File: src/rtl/pool_arbiter.sv
// Round-robin arbiter sharing one pooling engine among N_REQ cores.
// Sequences each job through START/RUN/DONE with a saturating run-cycle watchdog.
module pool_arbiter #(
    parameter  int N_REQ   = 4,
    parameter  int TIMEOUT = 255,
    localparam int SEL_W   = (N_REQ > 1) ? $clog2(N_REQ) : 1,
    localparam int CNT_W   = $clog2(TIMEOUT + 1)
) (
    input  logic             clk,
    input  logic             rst,
    input  logic [N_REQ-1:0] req,
    output logic [N_REQ-1:0] gnt,
    output logic [SEL_W-1:0] eng_sel,
    output logic             eng_start,
    input  logic             eng_done,
    output logic [N_REQ-1:0] req_done,
    output logic             busy,
    output logic             err
);

    typedef enum logic [1:0] {IDLE, START, RUN, DONE} state_t;

    state_t             state, state_nx;
    logic [SEL_W-1:0]   ptr, ptr_nx;
    logic [CNT_W-1:0]   cnt, cnt_nx;
    logic [N_REQ-1:0]   gnt_nx, req_done_nx;
    logic [SEL_W-1:0]   eng_sel_nx;
    logic               eng_start_nx, busy_nx, err_nx;
    logic               pick_found;
    logic [SEL_W-1:0]   pick_idx;

    function automatic logic [N_REQ-1:0] onehot(input logic [SEL_W-1:0] s);
        logic [N_REQ-1:0] o;
        o    = '0;
        o[s] = 1'b1;
        return o;
    endfunction

    // First requester at or after ptr, wrapping around.
    always_comb begin
        int j;
        pick_found = 1'b0;
        pick_idx   = '0;
        j          = 0;
        for (int i = 0; i < N_REQ; i++) begin
            j = int'(ptr) + i;
            if (j >= N_REQ) j = j - N_REQ;
            if (!pick_found && req[j]) begin
                pick_found = 1'b1;
                pick_idx   = SEL_W'(j);
            end
        end
    end

    always_comb begin
        state_nx     = state;
        ptr_nx       = ptr;
        cnt_nx       = cnt;
        gnt_nx       = gnt;
        eng_sel_nx   = eng_sel;
        eng_start_nx = 1'b0;
        req_done_nx  = '0;
        err_nx       = err;
        case (state)
            IDLE: begin
                if (pick_found) begin
                    gnt_nx       = onehot(pick_idx);
                    eng_sel_nx   = pick_idx;
                    eng_start_nx = 1'b1;
                    state_nx     = START;
                end
            end
            START: begin
                cnt_nx   = '0;
                state_nx = RUN;
            end
            RUN: begin
                if (cnt != '1) cnt_nx = cnt + 1'b1;
                // A completion in the timeout cycle still counts as success.
                if (eng_done) begin
                    req_done_nx = onehot(eng_sel);
                    state_nx    = DONE;
                end else if (cnt == CNT_W'(TIMEOUT - 1)) begin
                    err_nx      = 1'b1;
                    req_done_nx = onehot(eng_sel);
                    state_nx    = DONE;
                end
            end
            DONE: begin
                gnt_nx   = '0;
                ptr_nx   = (eng_sel == SEL_W'(N_REQ - 1)) ? '0 : eng_sel + 1'b1;
                state_nx = IDLE;
            end
            default: state_nx = IDLE;
        endcase
        busy_nx = (state_nx != IDLE);
    end

    always_ff @(posedge clk) begin
        if (rst) begin
            state     <= IDLE;
            ptr       <= '0;
            cnt       <= '0;
            gnt       <= '0;
            eng_sel   <= '0;
            eng_start <= 1'b0;
            req_done  <= '0;
            busy      <= 1'b0;
            err       <= 1'b0;
        end else begin
            state     <= state_nx;
            ptr       <= ptr_nx;
            cnt       <= cnt_nx;
            gnt       <= gnt_nx;
            eng_sel   <= eng_sel_nx;
            eng_start <= eng_start_nx;
            req_done  <= req_done_nx;
            busy      <= busy_nx;
            err       <= err_nx;
        end
    end

endmodule
File: config.mk
export PLATFORM = sky130hd
export DESIGN_NAME = pool_arbiter
export DESIGN_NICKNAME = d
export VERILOG_FILES = /design/src/rtl/pool_arbiter.sv
export SDC_FILE = /design/constraint.sdc
export NUM_CORES = 1
export LEC_CHECK = 0
export ABC_AREA = 0
export CAP_MARGIN = 20
export CORE_MARGIN = 3
export CORE_UTILIZATION = 25
export DETAILED_ROUTE_END_ITERATION = 7
export HOLD_SLACK_MARGIN = 0.06
export PLACE_DENSITY_LB_ADDON = 0.12
export SYNTH_ARGS = -nofsm -noshare
export SYNTH_HDL_FRONTEND = slang
export SYNTH_SLANG_ARGS = --single-unit
File: constraint.sdc
create_clock -name clk -period 2.1 [get_ports clk]
set_input_delay 0.315 -clock clk [delete_from_list [all_inputs] [get_ports clk]]
set_output_delay 0.315 -clock clk [all_outputs]
set_load 0.005 [all_outputs]
==> results of run 1 <==
-- metal layers --
layer | track usage [%] | vias up | share of wire (%) | wire length, microns
met5 | 0 | - | 0 | 0
met4 | 2.91 | 0 | 0.87 | 23
met2 | 15.9 | 28 | 45 | 1190
li1 | - | 539 | - | -
met1 | 13.4 | 475 | 49 | 1290
met3 | 3.69 | 2 | 5.2 | 138
-- worst paths after layout --
check	startpoint	to	cells past startpoint
worst max register to register	state[0]	gnt[0]	5
worst max-delay path	req[0]	gnt[0]	6
worst min-delay path	gnt[2]	gnt[2]	2
worst min register to register	gnt[2]	gnt[2]	2
-- flip-flops by register name (all words and copies together), names as in the netlist --
name and count:
eng_sel 2, ptr 2, gnt 4, state 2, err 1, cnt 8, req_done 4, busy 1
eng_start 1
-- through the flow --
step / util (%) / std cells / instance area (sq um) / setup slack (ns) / hold WS, ns
after floorplan: - / 140 / 1220 / 0.634 / 0.448
after global placement: 33.2 / 224 / 1500 / 0.100 / 0.447
after detailed placement: 33.2 / 224 / 1500 / 0.0547 / 0.457
after CTS: 34.2 / 228 / 1550 / 0.341 / 0.473
after global routing: 34.2 / 228 / 1550 / 0.239 / 0.492
final: 34.2 / 228 / 1550 / 0.337 / 0.461
-- layout make-up --
type                       instances  area [sq um]  area share, %
clock buffer                       4          45.0           2.91
multi-input combinational        101           668           43.1
tap                               65          81.3           5.25
timing repair buffer              22           213           13.7
inverter                          11          41.3           2.67
sequential                        25           500           32.3
-- power by group through the flow --
stage / clock, uW / combinational [uW] / sequential (uW)
after floorplan: 0 / 326 / 596
after global placement: 0 / 492 / 601
after detailed placement: 0 / 496 / 600
after CTS: 299 / 499 / 590
after global routing: 318 / 567 / 603
final: 279 / 494 / 590
-- kinds of logic (layout without fill, tap and decap cells) --
group           count (synthesis)  count (layout)  synth area share [%]
mux                             7               7                  5.84
buf+inv                        14              37                  4.30
compound gates                 29              29                  15.5
fa+ha+maj                      11              11                  11.3
flops                          25              25                  41.0
simple gates                   54              54                  22.1
-- synth_stat cells --
cell type	n	area, sq um
sky130_fd_sc_hd__a21oi_2	1	8.76
sky130_fd_sc_hd__o2bb2a_2	1	11.3
sky130_fd_sc_hd__o41ai_1	1	8.76
sky130_fd_sc_hd__o21ai_1	1	5.00
sky130_fd_sc_hd__a311oi_1	3	26.3
sky130_fd_sc_hd__o21bai_1	1	7.51
sky130_fd_sc_hd__a21oi_1	10	50.1
sky130_fd_sc_hd__nor2_1	20	75.1
sky130_fd_sc_hd__nand3_1	6	30.0
sky130_fd_sc_hd__nor3_1	2	10.0
sky130_fd_sc_hd__nand2_1	8	30.0
sky130_fd_sc_hd__mux2_2	1	11.3
sky130_fd_sc_hd__mux2i_1	6	60.1
sky130_fd_sc_hd__clkbuf_1	3	11.3
sky130_fd_sc_hd__nand2b_1	2	12.5
sky130_fd_sc_hd__inv_1	11	41.3
sky130_fd_sc_hd__ha_1	11	138
sky130_fd_sc_hd__nor4_1	1	6.26
sky130_fd_sc_hd__and3_1	2	12.5
sky130_fd_sc_hd__nand3b_1	3	22.5
sky130_fd_sc_hd__o22a_1	1	8.76
sky130_fd_sc_hd__nor2b_1	1	6.26
sky130_fd_sc_hd__or4b_1	1	10.0
sky130_fd_sc_hd__a31oi_1	6	37.5
sky130_fd_sc_hd__and4_1	2	17.5
sky130_fd_sc_hd__dfxtp_1	25	500
sky130_fd_sc_hd__and2_1	5	31.3
sky130_fd_sc_hd__a21o_1	2	15.0
sky130_fd_sc_hd__o21ai_0	2	10.0
sky130_fd_sc_hd__nand4_1	1	6.26
-- worst register-to-register path, cell delays in order, from the launching register on --
cell	delay [ns]
sky130_fd_sc_hd__dfxtp_1	0.35
sky130_fd_sc_hd__inv_1	0.13
sky130_fd_sc_hd__ha_1	0.28
sky130_fd_sc_hd__nor2b_1	0.23
sky130_fd_sc_hd__or4b_1	0.44
sky130_fd_sc_hd__a31oi_1	0.14
==> run summary, run 1 <==
CP Cell Sequence: clkdlybuf4s50_1, a21oi_2, o21ai_1, o2bb2a_2, or4b_1, a31oi_1
placed wire-length estimate: 1.97 mm
Syn. warnings: 0
gr usage total: 10.3%
total buffers and inverters traversed by the critical path: 1
pwr/cell area: 880 nW/um^2
final count of pins violating max slew: 0
synthesis-to-finish area growth: 26.8%
first-pass GRT wire length: 4.50 mm
post-detailed-route wirelength per cell: 11.6 microns
Chip Width: 75.9 microns
post-layout minimum cycle time: 1.76 ns
Achievable Freq: 567 MHz
path type of the worst setup path: in2reg
Core Region: 4530 sq um
number of buffers inserted to repair setup after CTS: 0
gate family responsible for the most delay along the worst path: compound AO/OA/AOI/OAI gates
number of buffers inserted during clock tree synthesis: 3
Clock H-tree levels: 1
number of standard-cell rows in the floorplan: 24
Reg clk slew, reported paths: 0.08 ns
Hold/Removal Path Class: reg2reg
Psw: 454 uW
iteration count of the initial detailed-routing pass: 4
DRC violation count after routing: 0
unrepaired setup endpoints after global routing: no
largest stage delay on the critical path: 0.56 ns
Peak VDD IR: 0.000400 V
net switching fraction of the power: 33.3%
post-synthesis instance area: 1220 sq um
slowest cell on the critical path: sky130_fd_sc_hd__clkdlybuf4s50_1
final setup TNS: 0 ns
number of antenna cells inserted: 0
antenna violations before repair: 0
clock insertion delay at the later pin of the skew report: 0.26 ns
post-synthesis sequential element count: 25
count of cells resized by post-cts repair: 0
starting density of the core: 26.9%
arrival time reported for the critical path endpoint: 1.95 ns
total gr overflow: 0
aggregate routed wire length: 2.64 mm
overall die height: 75.9 microns
via density per instance: 4.58
max cap viols: 0
CTS Hold Bufs: 0
number of library cell types mapped by synthesis: 30
relative contribution of the clock network to total power: 20.5%
CTS tree: yes
Critical Path End Type: flip-flop
number of antenna-violating nets in the routed design: 0
register-to-register setup slack: 0.46 ns
Layout fillers: 484
Die Outline Area: 5760 sq um
count of vias placed by the detailed router: 1,044
Post-Route Skew: 0.00431 ns
Internal Dissipation: 909 uW
Clock Tree Buf Depth: 2
TritonCTS Sinks: 25
clock root buffer: sky130_fd_sc_hd__clkbuf_8
detailed router's first-iteration violation count: 29
Post-Syn Instances: 140
worst-path maximum fanout: 5
via count of the first global-routing pass: 958
part of the Yosys area used for sequential elements: 41.0%
Flop pwr share: 43.3%
worst slew pin tran: 0.561 ns
syn_area_per_cell: 8.72 sq um
total power draw: 1360 uW
maximum number of pins on one net before global-route repair: 14
Setup-failing EPs final: 0
nets in the synthesized netlist: 158
final weighted congestion of routability-driven global placement: 0.828
Max-slew headroom: 62.5%
CP startpoint kind: primary input
post-route fraction of the period consumed by the critical path: 84.0%
result of the run: completed
Req. time, crit path: 2.29 ns
Static Leak: 0.000601 uW
share of layout cells above drive strength 1: 5.52%
highest-count cells in the layout ignoring fill and taps: sky130_fd_sc_hd__dfxtp_1, sky130_fd_sc_hd__nor2_1, sky130_fd_sc_hd__clkdlybuf4s50_1
combinational share of power: 36.2%
count of nets after finishing: 182
number of port buffers: 19
commonest non-fill, non-tap cell in the layout: sky130_fd_sc_hd__dfxtp_1
num ports: 20
final hold violation count: 0
Power figures use the tool's default switching activity.
==> run 2, diff against run 1 <==
- clock period: 2.1 -> 1.85 ns (I/O delays scaled with it)
==> run 2 against run 1 <==
Non-clock buffer count up 3. Global-route usage is 0.18 points higher. Clock-buffer cell count down 1. Die area is the same. Clock skew is 0.0012 ns lower. Sequential share of layout area shrank 0.49 points. Largest cell class unchanged.
==> run summary, run 2 (synthesized netlist as in run 1, its figures left out) <==
post-detailed-route wirelength per cell: 11.5 microns (-0.85%)
iteration count of the initial detailed-routing pass: 4 (unchanged)
CTS tree: yes
largest stage delay on the critical path: 0.57 ns (about the same)
final hold violation count: 0 (unchanged)
post-layout minimum cycle time: 1.73 ns
clock insertion delay at the later pin of the skew report: 0.27 ns (about the same)
Post-Layout Cell Count: 231 (+1.3%)
pwr/cell area: 991 nW/um^2 (+13%)
final weighted congestion of routability-driven global placement: 0.774 (-6.5%)
CTS Hold Bufs: 0 (unchanged)
number of buffers inserted during clock tree synthesis: 3 (unchanged)
via count of the first global-routing pass: 1,066 (+11%)
worst setup path endpoint: gnt[0]
maximum number of pins on one net before global-route repair: 15 (+1)
detailed router's first-iteration violation count: 48 (+66%)
total gr overflow: 0 (unchanged)
synthesis-to-finish area growth: 28.8%
Req. time, crit path: 2.05 ns (-0.24 ns)
gr usage total: 10.4% (+0.18 points)
arrival time reported for the critical path endpoint: 1.93 ns (-0.02 ns)
Reg clk slew, reported paths: 0.09 ns (about the same)
Max-slew headroom: 71.1% (+8.6 points)
reg-to-reg critical path endpoint: gnt[0]
clock root buffer: sky130_fd_sc_hd__clkbuf_8
count of cells resized by post-cts repair: 0 (unchanged)
commonest non-fill, non-tap cell in the layout: sky130_fd_sc_hd__dfxtp_1
aggregate routed wire length: 2.65 mm (+0.45%)
number of standard-cell rows in the floorplan: 24 (unchanged)
count of nets after finishing: 185 (+1.6%)
worst-path maximum fanout: 5 (unchanged)
DRC violation count after routing: 0 (unchanged)
max cap viols: 0 (unchanged)
count of vias placed by the detailed router: 1,054 (+0.96%)
Core Region: 4530 sq um (unchanged)
total power draw: 1560 uW (+14%)
Hold/Removal Path Class: reg2reg
number of antenna cells inserted: 0 (unchanged)
final design utilization: 34.7% (+0.52 points)
Chip Width: 75.9 microns (unchanged)
Layout fillers: 478 (-1.2%)
num ports: 20 (unchanged)
number of antenna-violating nets in the routed design: 0 (unchanged)
placed wire-length estimate: 2.06 mm (+4.7%)
post-route fraction of the period consumed by the critical path: 93.7%
overall die height: 75.9 microns (unchanged)
total buffers and inverters traversed by the critical path: 2 (+1)
first-pass GRT wire length: 4.66 mm (+3.7%)
antenna violations before repair: 0 (unchanged)
CP Cell Sequence: clkdlybuf4s50_1, mux2i_1, nor2_1, a311oi_1, buf_4, or4b_1, a31oi_1
count of cells along the worst hold path: 2 (unchanged)
instance count after placement with tap cells included: 227 (+1.3%)
Stages on worst setup path: 7 (+1)
Clock H-tree levels: 1 (unchanged)
Die Outline Area: 5760 sq um (unchanged)
R2R depth: 6 (+1)
TritonCTS Sinks: 25 (unchanged)
Biggest register: cnt
starting density of the core: 26.9% (unchanged)
number of port buffers: 19 (unchanged)
result of the run: completed
Clock Tree Buf Depth: 2 (unchanged)
flip-flop count of the largest register, all copies and words added: 8 (unchanged)
unrepaired setup endpoints after global routing: no
Achievable Freq: 577 MHz
highest-count cells in the layout ignoring fill and taps: sky130_fd_sc_hd__dfxtp_1, sky130_fd_sc_hd__nor2_1, sky130_fd_sc_hd__clkdlybuf4s50_1
Peak VDD IR: 0.000475 V (+19%)
number of buffers inserted to repair setup after CTS: 0 (unchanged)
CP startpoint kind: primary input
Post-Route Skew: 0.00306 ns (-0.00125 ns)
Reg-to-Reg Start: ptr[1]
share of layout cells above drive strength 1: 7.83% (+2.3 points)
worst slew pin tran: 0.430 ns (-0.131 ns)
Setup-failing EPs final: 0 (unchanged)
final count of pins violating max slew: 0 (unchanged)
register-to-register setup slack: 0.19 ns (-0.27 ns)
gate family responsible for the most delay along the worst path: buffers and inverters
slowest cell on the critical path: sky130_fd_sc_hd__clkdlybuf4s50_1
registers with the most flip-flops: cnt x8, gnt x4, req_done x4
via density per instance: 4.56 (-0.35%)
Critical Path Source: req[0]
Static Leak: 0.000619 uW (+2.9%)
Critical Path End Type: flip-flop
path type of the worst setup path: in2reg
[run 2: how the worst min path moves through the flow]
stage,start,to,slack [ns]
2_1_floorplan,gnt[2],gnt[2],0.45
3_3_place_gp,gnt[2],gnt[2],0.45
3_5_place_dp,gnt[2],gnt[2],0.44
4_1_cts,gnt[2],gnt[2],0.46
5_1_grt,gnt[2],gnt[2],0.51
6_report,gnt[2],gnt[2],0.46
[run 2: cell type report]
cell class | count | area [sq um] | share of cell area, %
multi-input cells | 101 | 668 | 42.5
clock inverters | 1 | 5.00 | 0.318
repair buffers | 25 | 235 | 15.0
inverters | 11 | 41.3 | 2.63
clock buffers | 3 | 41.3 | 2.63
well taps | 65 | 81.3 | 5.17
flip-flops and latches | 25 | 500 | 31.8
[run 2: report_power, final]
group / switching [uW] / internal [uW]
Sequential: 58.4 / 613
Combinational: 291 / 270
Clock: 175 / 150
[run 2: tightest hold or removal path: cells and delay by family (launching register included)]
| kind | cells | cell delay, ns |
|---|---|---|
| compound gates | 1 | 0.05 |
| flops | 1 | 0.32 |
| simple gates | 1 | 0.05 |
[run 2: through the flow]
step	setup slack, ns	hold slack (ns)	area (sq um)	setup TNS (ns)
after floorplan	0.384	0.448	1220	0
after global routing	0.0201	0.514	1570	0
after detailed placement	-0.168	0.441	1530	-0.363
after CTS	0.122	0.461	1570	0
after global placement	-0.0773	0.450	1530	-0.241
final	0.117	0.460	1570	0
[run 2: per-layer routing]
metal	wire, microns	GRT usage [%]
met1	1290	12.7
met2	1270	17.9
met3	78	3.30
met4	15	2.52
met5	0	0
==> run 3, diff against run 2 <==
- CTS_BUF_LIST: unset -> sky130_fd_sc_hd__clkbuf_4
==> run 3 against run 2 <==
Cell count unchanged. Critical path depth is the same. Highest routed layer unchanged. Worst hold slack improved by 0.0059 ns. Largest cell class unchanged. Die area is the same. Via count is 1.0% higher. Sequential cell count is the same. Critical path type unchanged. First-iteration DRC count shrank 23%. Global-route usage barely moved. Core utilization decreased by 0.41 points.
==> run summary, run 3 (synthesized netlist as in run 1, its figures left out) <==
Peak VDD IR: 0.000426 V (-10%)
count of nets after finishing: 185 (unchanged)
final hold violation count: 0 (unchanged)
CTS Hold Bufs: 0 (unchanged)
Max-slew headroom: 71.1% (about the same)
Critical Path End Type: flip-flop
Setup-failing EPs final: 0 (unchanged)
registers with the most flip-flops: cnt x8, gnt x4, req_done x4
number of buffers inserted to repair setup after CTS: 0 (unchanged)
antenna violations before repair: 0 (unchanged)
via density per instance: 4.61 (+1.0%)
Static Leak: 0.000611 uW (-1.3%)
total gr overflow: 0 (unchanged)
largest stage delay on the critical path: 0.57 ns (about the same)
highest-count cells in the layout ignoring fill and taps: sky130_fd_sc_hd__dfxtp_1, sky130_fd_sc_hd__nor2_1, sky130_fd_sc_hd__clkdlybuf4s50_1
number of standard-cell rows in the floorplan: 24 (unchanged)
worst hold slack across all endpoints: 0.466 ns (+0.00586 ns)
final count of pins violating max slew: 0 (unchanged)
Req. time, crit path: 2.11 ns (+0.06 ns)
placed wire-length estimate: 2.06 mm (unchanged)
synthesis-to-finish area growth: 27.3%
final setup TNS: 0 ns (unchanged)
detailed router's first-iteration violation count: 37 (-23%)
worst-path maximum fanout: 5 (unchanged)
path type of the worst setup path: in2reg
flip-flop count of the largest register, all copies and words added: 8 (unchanged)
CP startpoint kind: primary input
final weighted congestion of routability-driven global placement: 0.774 (unchanged)
Core Region: 4530 sq um (unchanged)
slowest cell on the critical path: sky130_fd_sc_hd__clkdlybuf4s50_1
Clock Tree Buf Depth: 2 (unchanged)
number of buffers inserted during clock tree synthesis: 3 (unchanged)
count of vias placed by the detailed router: 1,065 (+1.0%)
gr usage total: 10.4% (-0.027 points)
worst slew pin tran: 0.429 ns (-0.000941 ns)
Hold/Removal Path Class: reg2reg
starting density of the core: 26.9% (unchanged)
Chip Width: 75.9 microns (unchanged)
maximum number of pins on one net before global-route repair: 15 (unchanged)
unrepaired setup endpoints after global routing: no
Biggest register: cnt
first-pass GRT wire length: 4.64 mm (-0.60%)
Achievable Freq: 597 MHz (+3.5%)
iteration count of the initial detailed-routing pass: 4 (unchanged)
num ports: 20 (unchanged)
number of antenna cells inserted: 0 (unchanged)
clock root buffer: sky130_fd_sc_hd__clkbuf_4
aggregate routed wire length: 2.64 mm (-0.64%)
Die Outline Area: 5760 sq um (unchanged)
post-route fraction of the period consumed by the critical path: 90.5% (-3.1 points)
number of port buffers: 19 (unchanged)
via count of the first global-routing pass: 1,054 (-1.1%)
DRC violation count after routing: 0 (unchanged)
post-detailed-route wirelength per cell: 11.4 microns (-0.64%)
result of the run: completed
CTS tree: yes
arrival time reported for the critical path endpoint: 1.93 ns (about the same)
Reg clk slew, reported paths: 0.14 ns (+0.05 ns)
post-layout minimum cycle time: 1.67 ns (-0.0580 ns)
overall die height: 75.9 microns (unchanged)
count of cells resized by post-cts repair: 0 (unchanged)
number of antenna-violating nets in the routed design: 0 (unchanged)
clock insertion delay at the later pin of the skew report: 0.32 ns (+0.05 ns)
CP Cell Sequence: clkdlybuf4s50_1, mux2i_1, nor2_1, a311oi_1, buf_4, or4b_1, a31oi_1
Post-Route Skew: 0.00317 ns (+0.000109 ns)
commonest non-fill, non-tap cell in the layout: sky130_fd_sc_hd__dfxtp_1
max cap viols: 0 (unchanged)
share of layout cells above drive strength 1: 7.83% (unchanged)
TritonCTS Sinks: 25 (unchanged)
Clock H-tree levels: 1 (unchanged)
pwr/cell area: 955 nW/um^2 (-3.6%)
-- run 3: changes by cell type in the layout (fill, tap and decap cells not counted) --
cell,delta
sky130_fd_sc_hd__clkbuf_4,+3
sky130_fd_sc_hd__clkbuf_8,-3
-- run 3: routing by layer --
metal | up-vias | track usage, % | routed length [microns]
met5 | - | 0 | 0
met4 | 0 | 2.52 | 21
met3 | 2 | 3.30 | 88
met2 | 23 | 18.0 | 1260
met1 | 499 | 12.5 | 1260
li1 | 541 | - | -
-- run 3: cell type report --
type,instances,area [sq um]
clock buffers,3,22.5
clock inverters,1,5.00
fillers,478,2980
inverters,11,41.3
multi-input cells,101,668
flip-flops and latches,25,500
well taps,65,81.3
repair buffers,25,235
-- run 3: path summary, 6_finish.rpt --
check                             from      to  slack [ns]  cells after the start
worst max-delay path            req[0]  gnt[0]        0.18                      7
worst min-delay path            gnt[2]  gnt[2]        0.47                      2
worst max register to register  ptr[1]  gnt[0]        0.18                      6
worst min register to register  gnt[2]  gnt[2]        0.47                      2
-- run 3: report_power, final --
| group | internal, uW | switching (uW) |
|---|---|---|
| Sequential | 613 | 57.9 |
| Clock | 80.9 | 169 |
| Combinational | 270 | 292 |
-- run 3: worst max-delay path: cells and delay by family --
kind | cells | cell delay [ns]
mux | 1 | 0.10
compound gates | 2 | 0.19
simple gates | 2 | 0.61
buf+inv | 2 | 0.74
-- run 3: through the flow --
stage | instance area (sq um) | setup WS, ns | util, % | total power [uW] | std cells
6_report | 1550 | 0.175 | 34.3 | 1480 | 231
5_1_grt | 1550 | 0.0195 | 34.3 | 1610 | 231
4_1_cts | 1550 | 0.176 | 34.3 | 1510 | 231
3_5_place_dp | 1530 | -0.168 | 33.7 | 1250 | 227
3_3_place_gp | 1530 | -0.0773 | 33.7 | 1250 | 227
2_1_floorplan | 1220 | 0.384 | - | 1050 | 140
